**src/rtl/mips_bus_arb4_if.sv**
```systemverilog
// mips_bus_arb4_if: request/grant bundle between the four bus masters and the
// shared-slave arbiter.
//   req[3:0]     level request per master
//   slv_done     one-cycle completion strobe from the shared slave
//   gnt[3:0]     one-hot registered grant
//   sel[1:0]     current/last owner index, drives the 4:1 datapath mux
//   busy         OR of gnt
//   timeout_err  one-cycle pulse when a grant is revoked by timeout
interface mips_bus_arb4_if;
  logic [3:0] req;
  logic       slv_done;
  logic [3:0] gnt;
  logic [1:0] sel;
  logic       busy;
  logic       timeout_err;

  // Requesters and slave side: drive req/slv_done, observe the grant.
  modport master (
    output req, slv_done,
    input  gnt, sel, busy, timeout_err
  );

  // Arbiter side.
  modport slave (
    input  req, slv_done,
    output gnt, sel, busy, timeout_err
  );
endinterface

```
**src/rtl/mips_bus_arb4.sv**
```systemverilog
// mips_bus_arb4: four-master round-robin arbiter for one shared slave port.
// Holds a grant for a whole transaction, releases on slv_done or master
// withdrawal, and inserts one turnaround cycle (gnt=0) between owners.
// Ports:
//   clk  single clock, rising edge
//   rst  synchronous active-high reset
//   bus  mips_bus_arb4_if.slave (req, slv_done in; gnt, sel, busy,
//        timeout_err out, all outputs registered)
// Optional feature: define ARB_TIMEOUT_EN to revoke a grant held TIMEOUT
// cycles without slv_done; otherwise timeout_err is constant 0.
module mips_bus_arb4 #(
  parameter int unsigned TIMEOUT = 255
) (
  input  logic                 clk,
  input  logic                 rst,
  mips_bus_arb4_if.slave       bus
);

  localparam int unsigned CNT_W = 8;

  typedef enum logic [1:0] {
    IDLE    = 2'd0,
    GRANT   = 2'd1,
    RELEASE = 2'd2
  } state_t;

  state_t     state_q, state_d;
  logic [3:0] gnt_q, gnt_d;
  logic [1:0] sel_q, sel_d;
  logic       busy_q, busy_d;
  logic       terr_q, terr_d;
  logic [1:0] ptr_q, ptr_d;

  logic       win_vld_c;
  logic [1:0] win_idx_c;
  logic [1:0] cand_c;
  logic       tmo_c;
  logic       cnt_clr_c;

  // Round-robin search starting just after the last owner.
  always_comb begin
    win_vld_c = 1'b0;
    win_idx_c = ptr_q;
    cand_c    = ptr_q;
    for (int k = 1; k <= 4; k++) begin
      cand_c = ptr_q + 2'(k);
      if (!win_vld_c && bus.req[cand_c]) begin
        win_vld_c = 1'b1;
        win_idx_c = cand_c;
      end
    end
  end

`ifdef ARB_TIMEOUT_EN
  logic [CNT_W-1:0] cnt_q, cnt_d;
  logic [CNT_W-1:0] cnt_inc_c;

  // Cycle count of the current grant; the cycle whose incremented count
  // reaches TIMEOUT is the last GRANT cycle.
  always_comb begin
    cnt_inc_c = cnt_q + CNT_W'(1);
    tmo_c     = (state_q == GRANT) && (cnt_inc_c == CNT_W'(TIMEOUT));
    cnt_d     = cnt_q;
    if (cnt_clr_c)              cnt_d = '0;
    else if (state_q == GRANT)  cnt_d = cnt_inc_c;
  end

  always_ff @(posedge clk) begin
    if (rst) cnt_q <= '0;
    else     cnt_q <= cnt_d;
  end
`else
  // A legal TIMEOUT is never 0, so no timeout is ever raised.
  assign tmo_c = (TIMEOUT == 0) && 1'b0;
`endif

  // Next-state and registered-output logic.
  always_comb begin
    state_d   = state_q;
    gnt_d     = gnt_q;
    sel_d     = sel_q;
    busy_d    = busy_q;
    ptr_d     = ptr_q;
    terr_d    = 1'b0;
    cnt_clr_c = 1'b0;
    case (state_q)
      IDLE, RELEASE: begin
        if (win_vld_c) begin
          state_d   = GRANT;
          gnt_d     = 4'b0001 << win_idx_c;
          sel_d     = win_idx_c;
          ptr_d     = win_idx_c;
          busy_d    = 1'b1;
          cnt_clr_c = 1'b1;
        end else begin
          state_d = IDLE;
          gnt_d   = 4'b0000;
          busy_d  = 1'b0;
        end
      end
      GRANT: begin
        if (bus.slv_done || !bus.req[sel_q] || tmo_c) begin
          state_d = RELEASE;
          gnt_d   = 4'b0000;
          busy_d  = 1'b0;
          // slv_done on the timeout cycle counts as a normal completion
          terr_d  = tmo_c && !bus.slv_done;
        end
      end
      default: begin
        state_d = IDLE;
        gnt_d   = 4'b0000;
        busy_d  = 1'b0;
      end
    endcase
  end

  // State and output registers.
  always_ff @(posedge clk) begin
    if (rst) begin
      state_q <= IDLE;
      gnt_q   <= 4'b0000;
      sel_q   <= 2'd0;
      busy_q  <= 1'b0;
      terr_q  <= 1'b0;
      ptr_q   <= 2'd3;
    end else begin
      state_q <= state_d;
      gnt_q   <= gnt_d;
      sel_q   <= sel_d;
      busy_q  <= busy_d;
      terr_q  <= terr_d;
      ptr_q   <= ptr_d;
    end
  end

  assign bus.gnt         = gnt_q;
  assign bus.sel         = sel_q;
  assign bus.busy        = busy_q;
  assign bus.timeout_err = terr_q;

endmodule

```
**src/flat_wrapper.sv**
```systemverilog
// flat-port wrapper written by rule: the top's interface ports become plain ports
module mips_bus_arb4_flat 
#(
  parameter int unsigned TIMEOUT = 255
)
  (clk, rst, bus_req, bus_slv_done, bus_gnt, bus_sel, bus_busy, bus_timeout_err);
  mips_bus_arb4_if bus_i ();
  input  logic clk;
  input  logic rst;
  input wire logic [$bits(bus_i.req)-1:0] bus_req;
  input wire logic [$bits(bus_i.slv_done)-1:0] bus_slv_done;
  output wire logic [$bits(bus_i.gnt)-1:0] bus_gnt;
  output wire logic [$bits(bus_i.sel)-1:0] bus_sel;
  output wire logic [$bits(bus_i.busy)-1:0] bus_busy;
  output wire logic [$bits(bus_i.timeout_err)-1:0] bus_timeout_err;
  assign bus_i.req = bus_req;
  assign bus_i.slv_done = bus_slv_done;
  assign bus_gnt = bus_i.gnt;
  assign bus_sel = bus_i.sel;
  assign bus_busy = bus_i.busy;
  assign bus_timeout_err = bus_i.timeout_err;
  mips_bus_arb4 #(.TIMEOUT(TIMEOUT)) u_core (.clk(clk), .rst(rst), .bus(bus_i));
endmodule
```
**config.mk**
```make
export PLATFORM = sky130hd
export DESIGN_NAME = mips_bus_arb4_flat
export DESIGN_NICKNAME = d
export VERILOG_FILES = /design/src/rtl/mips_bus_arb4_if.sv /design/src/rtl/mips_bus_arb4.sv /design/src/flat_wrapper.sv
export SDC_FILE = /design/constraint.sdc
export NUM_CORES = 1
export LEC_CHECK = 0
export ABC_CLOCK_PERIOD_IN_PS = 3500
export CAP_MARGIN = 20
export CORE_AREA = 2 2 39 41
export DETAILED_ROUTE_END_ITERATION = 8
export DIE_AREA = 0 0 41 43
export PLACE_DENSITY_LB_ADDON = 0.2
export RECOVER_POWER = 50
export SETUP_SLACK_MARGIN = 0.3
export SLEW_MARGIN = 20
export SYNTH_ARGS = -nofsm -noshare
export SYNTH_HDL_FRONTEND = slang
export SYNTH_SLANG_ARGS = --single-unit
```
**constraint.sdc**
```tcl
create_clock -name clk -period 3.5 [get_ports clk]
set_clock_uncertainty 0.1 [all_clocks]
set_input_delay 0.525 -clock clk [delete_from_list [all_inputs] [get_ports clk]]
set_output_delay 0.525 -clock clk [all_outputs]
set_load 0.005 [all_outputs]
```
==> results.toml, run 1 <==
[clock_tree]
clk_latency_ps = 260
holdBufCountCts = 0
postCtsSetupBuffers = 0
cts.reportedPaths.clkPinSlew_ps = 70
ctsResizeCount = 0
clockRootBuffer = "clkbuf_4"
cts_buffers = 3
cts_tree = "yes"
htreeDepth = 1
cts.sinks = 10
cts_buffer_depth = 2

[critical_path]
rr_worst_depth = 4
required_ps = 3520
cp.arrival_ps = 2120
crit_path_end_kind = "flop"
startpoint_type = "input port"
crit_type = "in -> reg"
cp_cell_sequence = "dlygate4sd3_1, nor2_1, a21o_1, nor4_1, o21bai_1"
max_stage_delay_ps = 600
crit_fanout = 6
cp_slowest_cell = "dlygate4sd3_1"

[placed_design]
dpl_cell_area_um2 = 639
place_congestion = 0.808
dpl.cell_count = 82
io_buffers = 13
place_ws_ps = 1190
hpwl_um = 799

[timing]
period_minus_slack_ps = 2100
relSlewSlack_pct = 55.1
worstMarginPinSlew_ps = 667
timing.hold.ws_ps = 364
rsz0062_at_grt = "false"
fmax_mhz = 476
setup_viol = 0
setup_ws_ps = 1400
final.setup.tns_ps = 0
slew_viol_final = 0
finalCritPeriodShare_pct = 60.0
hold_violations = 0

[layout]
multiInputGateArea_um2 = 282
nets = 78
utilization_pct = 47.8
seqCellArea_um2 = 200
diodes = 0
fillers = 148
finalInstanceArea_um2 = 662
final_cells = 85
drive_above_1_share_pct = 5.80
area_growth_pct = 32.3

[logic_synthesis]
synth_seq_cells = 10
syn_nets = 62
synth_ff_type = "dfxtp_1"
synthSimpleGateAreaFrac_pct = 27.5
yosysMostFrequentCell = "dfxtp_1"
synth-async-reset-ratio_pct = 0
yosysTopAreaCellShare_pct = 40.0
syn_inst = 55
yosysTopAreaCell = "dfxtp_1"
ys_seq_area_share_pct = 40.0
synthTopCellsByCount = "dfxtp_1, nor2_1, a21oi_1, nand2b_1, or3_1"
synth.area.top_cells = "dfxtp_1, nor2_1, mux4_1"
syn_area_per_cell_um2 = 9.10
synthAdderAreaFrac_pct = 0
synth.cell_area_um2 = 500
synth_compound_area_share_pct = 20.8
synth-xor-area-share_pct = 0
ys_types = 26
synth_top_family_by_area = "simple AND/OR/NAND/NOR gates"
synth-edff-count = 0
ys_warn_count = 0
synth_mux_area_share_pct = 7.25

[hold_path]
hp-class = "reg -> reg"
worstHoldPathCells = 1

[drt]
wl_um = 1030
ant_nets = 0
first_iter_violations = 16
wl_per_cell_um = 12.1
drt_pass1_iterations = 4
vias_per_cell = 5.22
drc_errors = 0
vias = 444

[run_status]
status = "finished clean"

[floorplanning]
fp.dieH_um = 43
ioPinCount = 15
die_w_um = 41
dieArea_mm2 = 0.00176
num_rows = 14
design.core.area_mm2 = 0.00138
start_util_pct = 36.2

[grt]
grt_pass1_wl_um = 1660
grt_usage_pct = 14.2
grt_pass1_vias = 390
grt_max_degree = 14
grt_overflow = 0
antenna_found_initial = 0

[pwr]
p_total_mw = 0.284
power_density_mw_per_mm2 = 429
p_leak_nw = 0.276
peakVddDrop_mv = 0.215

[flow_run]
cap_violations = 0
-- registers in the layout, indices dropped and copies added, names as in the netlist --
name            count
u_core.state_q      2
u_core.bus.gnt      4
u_core.ptr_q        2
u_core.bus.sel      2
-- report_power, final --
| part | internal [mW] | total [mW] | switching, mW |
|---|---|---|---|
| logic | 0.0391 | 0.0699 | 0.0309 |
| clock network | 0.0396 | 0.0776 | 0.0380 |
| registers | 0.126 | 0.136 | 0.0105 |
| total | 0.204 | 0.284 | 0.0794 |
-- metal layers --
metal  part of all wire, %  wire, um  vias to the layer above  track usage (%)
met5                     0         0                        -                0
met4                  0.88         9                        0             8.00
met3                   5.8        60                        2             4.71
met2                    46       467                       14             20.6
met1                    48       489                      192             17.4
li1                      -         -                      236                -
-- area by class of cell --
type	count	share of cell area, %
repair buffers	13	19.7
well taps	16	3.02
multi-input cells	41	42.5
inverters	2	1.13
flip-flops and latches	10	30.2
clock buffers	3	3.40
-- worst paths after layout --
check / from / end / slack, ps
setup reg to reg: u_core.ptr_q[1] / u_core.ptr_q[0] / 1750
hold / removal: u_core.state_q[1] / u_core.state_q[1] / 360
setup / recovery: bus_req[1] / u_core.ptr_q[0] / 1400
hold reg to reg: u_core.state_q[1] / u_core.state_q[1] / 360
-- placed cells by master, fill, tap and decap left out, types with 2 or more instances in the layout --
master,synthesis,final
dlygate4sd3_1,0,8
and3b_1,2,2
nor3_1,2,2
clkbuf_4,0,3
clkdlybuf4s50_1,0,5
nand2b_1,3,3
a22o_1,2,2
or3_1,3,3
inv_1,2,2
a21oi_1,5,5
o32ai_1,2,2
nor2_1,8,8
dfxtp_1,10,10
-- kinds of logic after synthesis --
family	Yosys count
flops	10
simple gates	23
mux	2
compound gates	15
other cells	1
buf+inv	4
-- worst max-delay path: cells and delay by family --
kind / cells / cell delay [ps]
buffers and inverters: 1 / 600
AOI/OAI and AO/OA: 2 / 400
and+or+nand+nor: 2 / 600
Power figures use the tool's default switching activity.
==> run 2, diff against run 1 <==
--- a/config.mk
+++ b/config.mk
@@ -5,7 +5,7 @@
 export SDC_FILE = /design/constraint.sdc
 export NUM_CORES = 1
 export LEC_CHECK = 0
-export ABC_CLOCK_PERIOD_IN_PS = 3500
+export ABC_CLOCK_PERIOD_IN_PS = 1800
 export CAP_MARGIN = 20
 export CORE_AREA = 2 2 39 41
 export DETAILED_ROUTE_END_ITERATION = 8
==> constraint.sdc (replaced) <==
create_clock -name clk -period 1.8 [get_ports clk]
set_clock_uncertainty 0.1 [all_clocks]
set_input_delay 0.27 -clock clk [delete_from_list [all_inputs] [get_ports clk]]
set_output_delay 0.27 -clock clk [all_outputs]
set_load 0.005 [all_outputs]
==> run 2 against run 1 <==
Compared with the run above: utilization grew 6.7 points; clock power is 100% higher; flip-flop and latch count unchanged; worst setup slack lost 1200 ps; critical path type is now reg -> reg; highest routed layer unchanged.
==> results.toml, run 2 (synthesis gave the netlist of run 1 again) <==
[grt]
antenna_found_initial = 0
grt_max_degree = 9
grt_pass1_wl_um = 1920
grt_overflow = 0
grt_usage_pct = 17.4
grt_pass1_vias = 426

[drt]
vias = 497
wl_um = 1170
drt_pass1_iterations = 4
first_iter_violations = 7
vias_per_cell = 5.23
drc_errors = 0
ant_nets = 0
wl_per_cell_um = 12.3

[clock_tree]
cts_buffer_depth = 2
holdBufCountCts = 0
cts_tree = "yes"
cts.sinks = 10
clockRootBuffer = "clkbuf_4"
cts_buffers = 3
htreeDepth = 1
clk_latency_ps = 270
cts.reportedPaths.clkPinSlew_ps = 60

[flow_run]
cap_violations = 0

[critical_path]
cp.arrival_ps = 1630
cp-startpoint = "u_core.bus.sel[0]"
timing.rr.end = "u_core.bus.gnt[0]"
crit_fanout = 3
cp_cell_sequence = "mux4_2, nand2b_1, nor4b_2, a22o_1"
rr_startpoint = "u_core.bus.sel[0]"
crit_type = "reg -> reg"
max_stage_delay_ps = 520
path_buf_inv = 0
crit_path_end_kind = "flop"
critPathTopFamily = "multiplexers"
startpoint_type = "flop"
cp_slowest_cell = "mux4_2"
required_ps = 1870
rr_worst_depth = 4
rrSetupSlack_ps = 230

[hold_path]
hp-class = "reg -> reg"
hp-start = "u_core.bus.gnt[2]"
min_to = "u_core.bus.gnt[2]"
worstHoldPathCells = 1

[layout]
mostFrequentLayoutCells = "buf_4, nor2_1, dfxtp_1, a21oi_1, dlygate4sd2_1"
final_cells = 95
finalInstanceArea_um2 = 754
final_common_cell = "buf_4"
largest_register_ffs = 4
diodes = 0
nets = 88
fillers = 149
utilization_pct = 54.5
drive_above_1_share_pct = 25.3
area_growth_pct = 50.8

[pwr]
peakVddDrop_mv = 0.349
p_leak_nw = 0.325
power_density_mw_per_mm2 = 797
p_total_mw = 0.602

[placed_design]
io_buffers = 13
dpl_cell_area_um2 = 707
dpl.cell_count = 91
place_ws_ps = -223
place_congestion = 0.768
hpwl_um = 933

[timing]
fmax_mhz = 638
hold_violations = 0
setup_viol = 0
timing.hold.ws_ps = 367
rsz0062_at_grt = "true"
setup_ws_ps = 232
period_minus_slack_ps = 1570
slew_viol_final = 0
finalCritPeriodShare_pct = 87.1
final.setup.tns_ps = 0

[floorplanning]
die_w_um = 41
dieArea_mm2 = 0.00176
design.core.area_mm2 = 0.00138
start_util_pct = 36.2
fp.dieH_um = 43
num_rows = 14
ioPinCount = 15

[run_status]
status = "finished clean"
==> run 2: cell count changes in the layout (fill, tap and decap cells not counted), sizes merged <==
cell	change
clkdlybuf4s50	-1
buf	+10
dlygate4sd2	+5
dlygate4sd3	-8
clkdlybuf4s25	+3
dlymetal6s2s	+1
==> run 2: layout make-up <==
class	instances	area, um2	share of cell area (%)
Sequential cell	10	203	26.9
Clock buffer	3	22.5	2.99
Timing Repair Buffer	23	198	26.2
Inverter	2	7.51	0.995
Tap cell	16	20.0	2.65
Multi-Input combinational cell	41	304	40.3
==> run 2: worst max-delay path by stage <==
| stage | to | slack [ps] | cells after the start |
|---|---|---|---|
| after floorplan | u_core.bus.gnt[0] | 310 | 4 |
| after CTS | u_core.bus.gnt[3] | 250 | 4 |
| after global placement | u_core.bus.gnt[3] | -160 | 5 |
| after global routing | u_core.bus.gnt[2] | 110 | 6 |
| after detailed placement | u_core.bus.gnt[3] | -220 | 5 |
| final | u_core.bus.gnt[0] | 230 | 4 |
==> run 2: what timing repair did <==
item / 4_1_cts / 5_1_grt
pin swaps: 1 / 0
resized for setup: 12 / 9
setup endpoints to repair: 11 / 11
buffers inserted: 0 / 1
==> run 2: where the power goes <==
group	leakage (nW)	internal, mW	switching, mW	total (mW)
sequential	0.0832	0.246	0.0228	0.268
clock	0.0138	0.0774	0.0775	0.155
combinational	0.228	0.107	0.0712	0.178
total	0.325	0.430	0.172	0.602
==> run 2: layer usage <==
| layer | part of all wire, % | GRT usage, % |
|---|---|---|
| met1 | 41 | 19.5 |
| met2 | 49 | 24.7 |
| met3 | 5.5 | 6.81 |
| met5 | 0 | 0 |
| met4 | 4.1 | 14.0 |
==> run 3, diff against run 2 <==
--- a/config.mk
+++ b/config.mk
@@ -6,7 +6,6 @@
 export NUM_CORES = 1
 export LEC_CHECK = 0
 export ABC_CLOCK_PERIOD_IN_PS = 1800
-export CAP_MARGIN = 20
 export CORE_AREA = 2 2 39 41
 export DETAILED_ROUTE_END_ITERATION = 8
 export DIE_AREA = 0 0 41 43
==> results of run 3 <==
The final DEF is identical to that of run 2; final timing and power are the same.
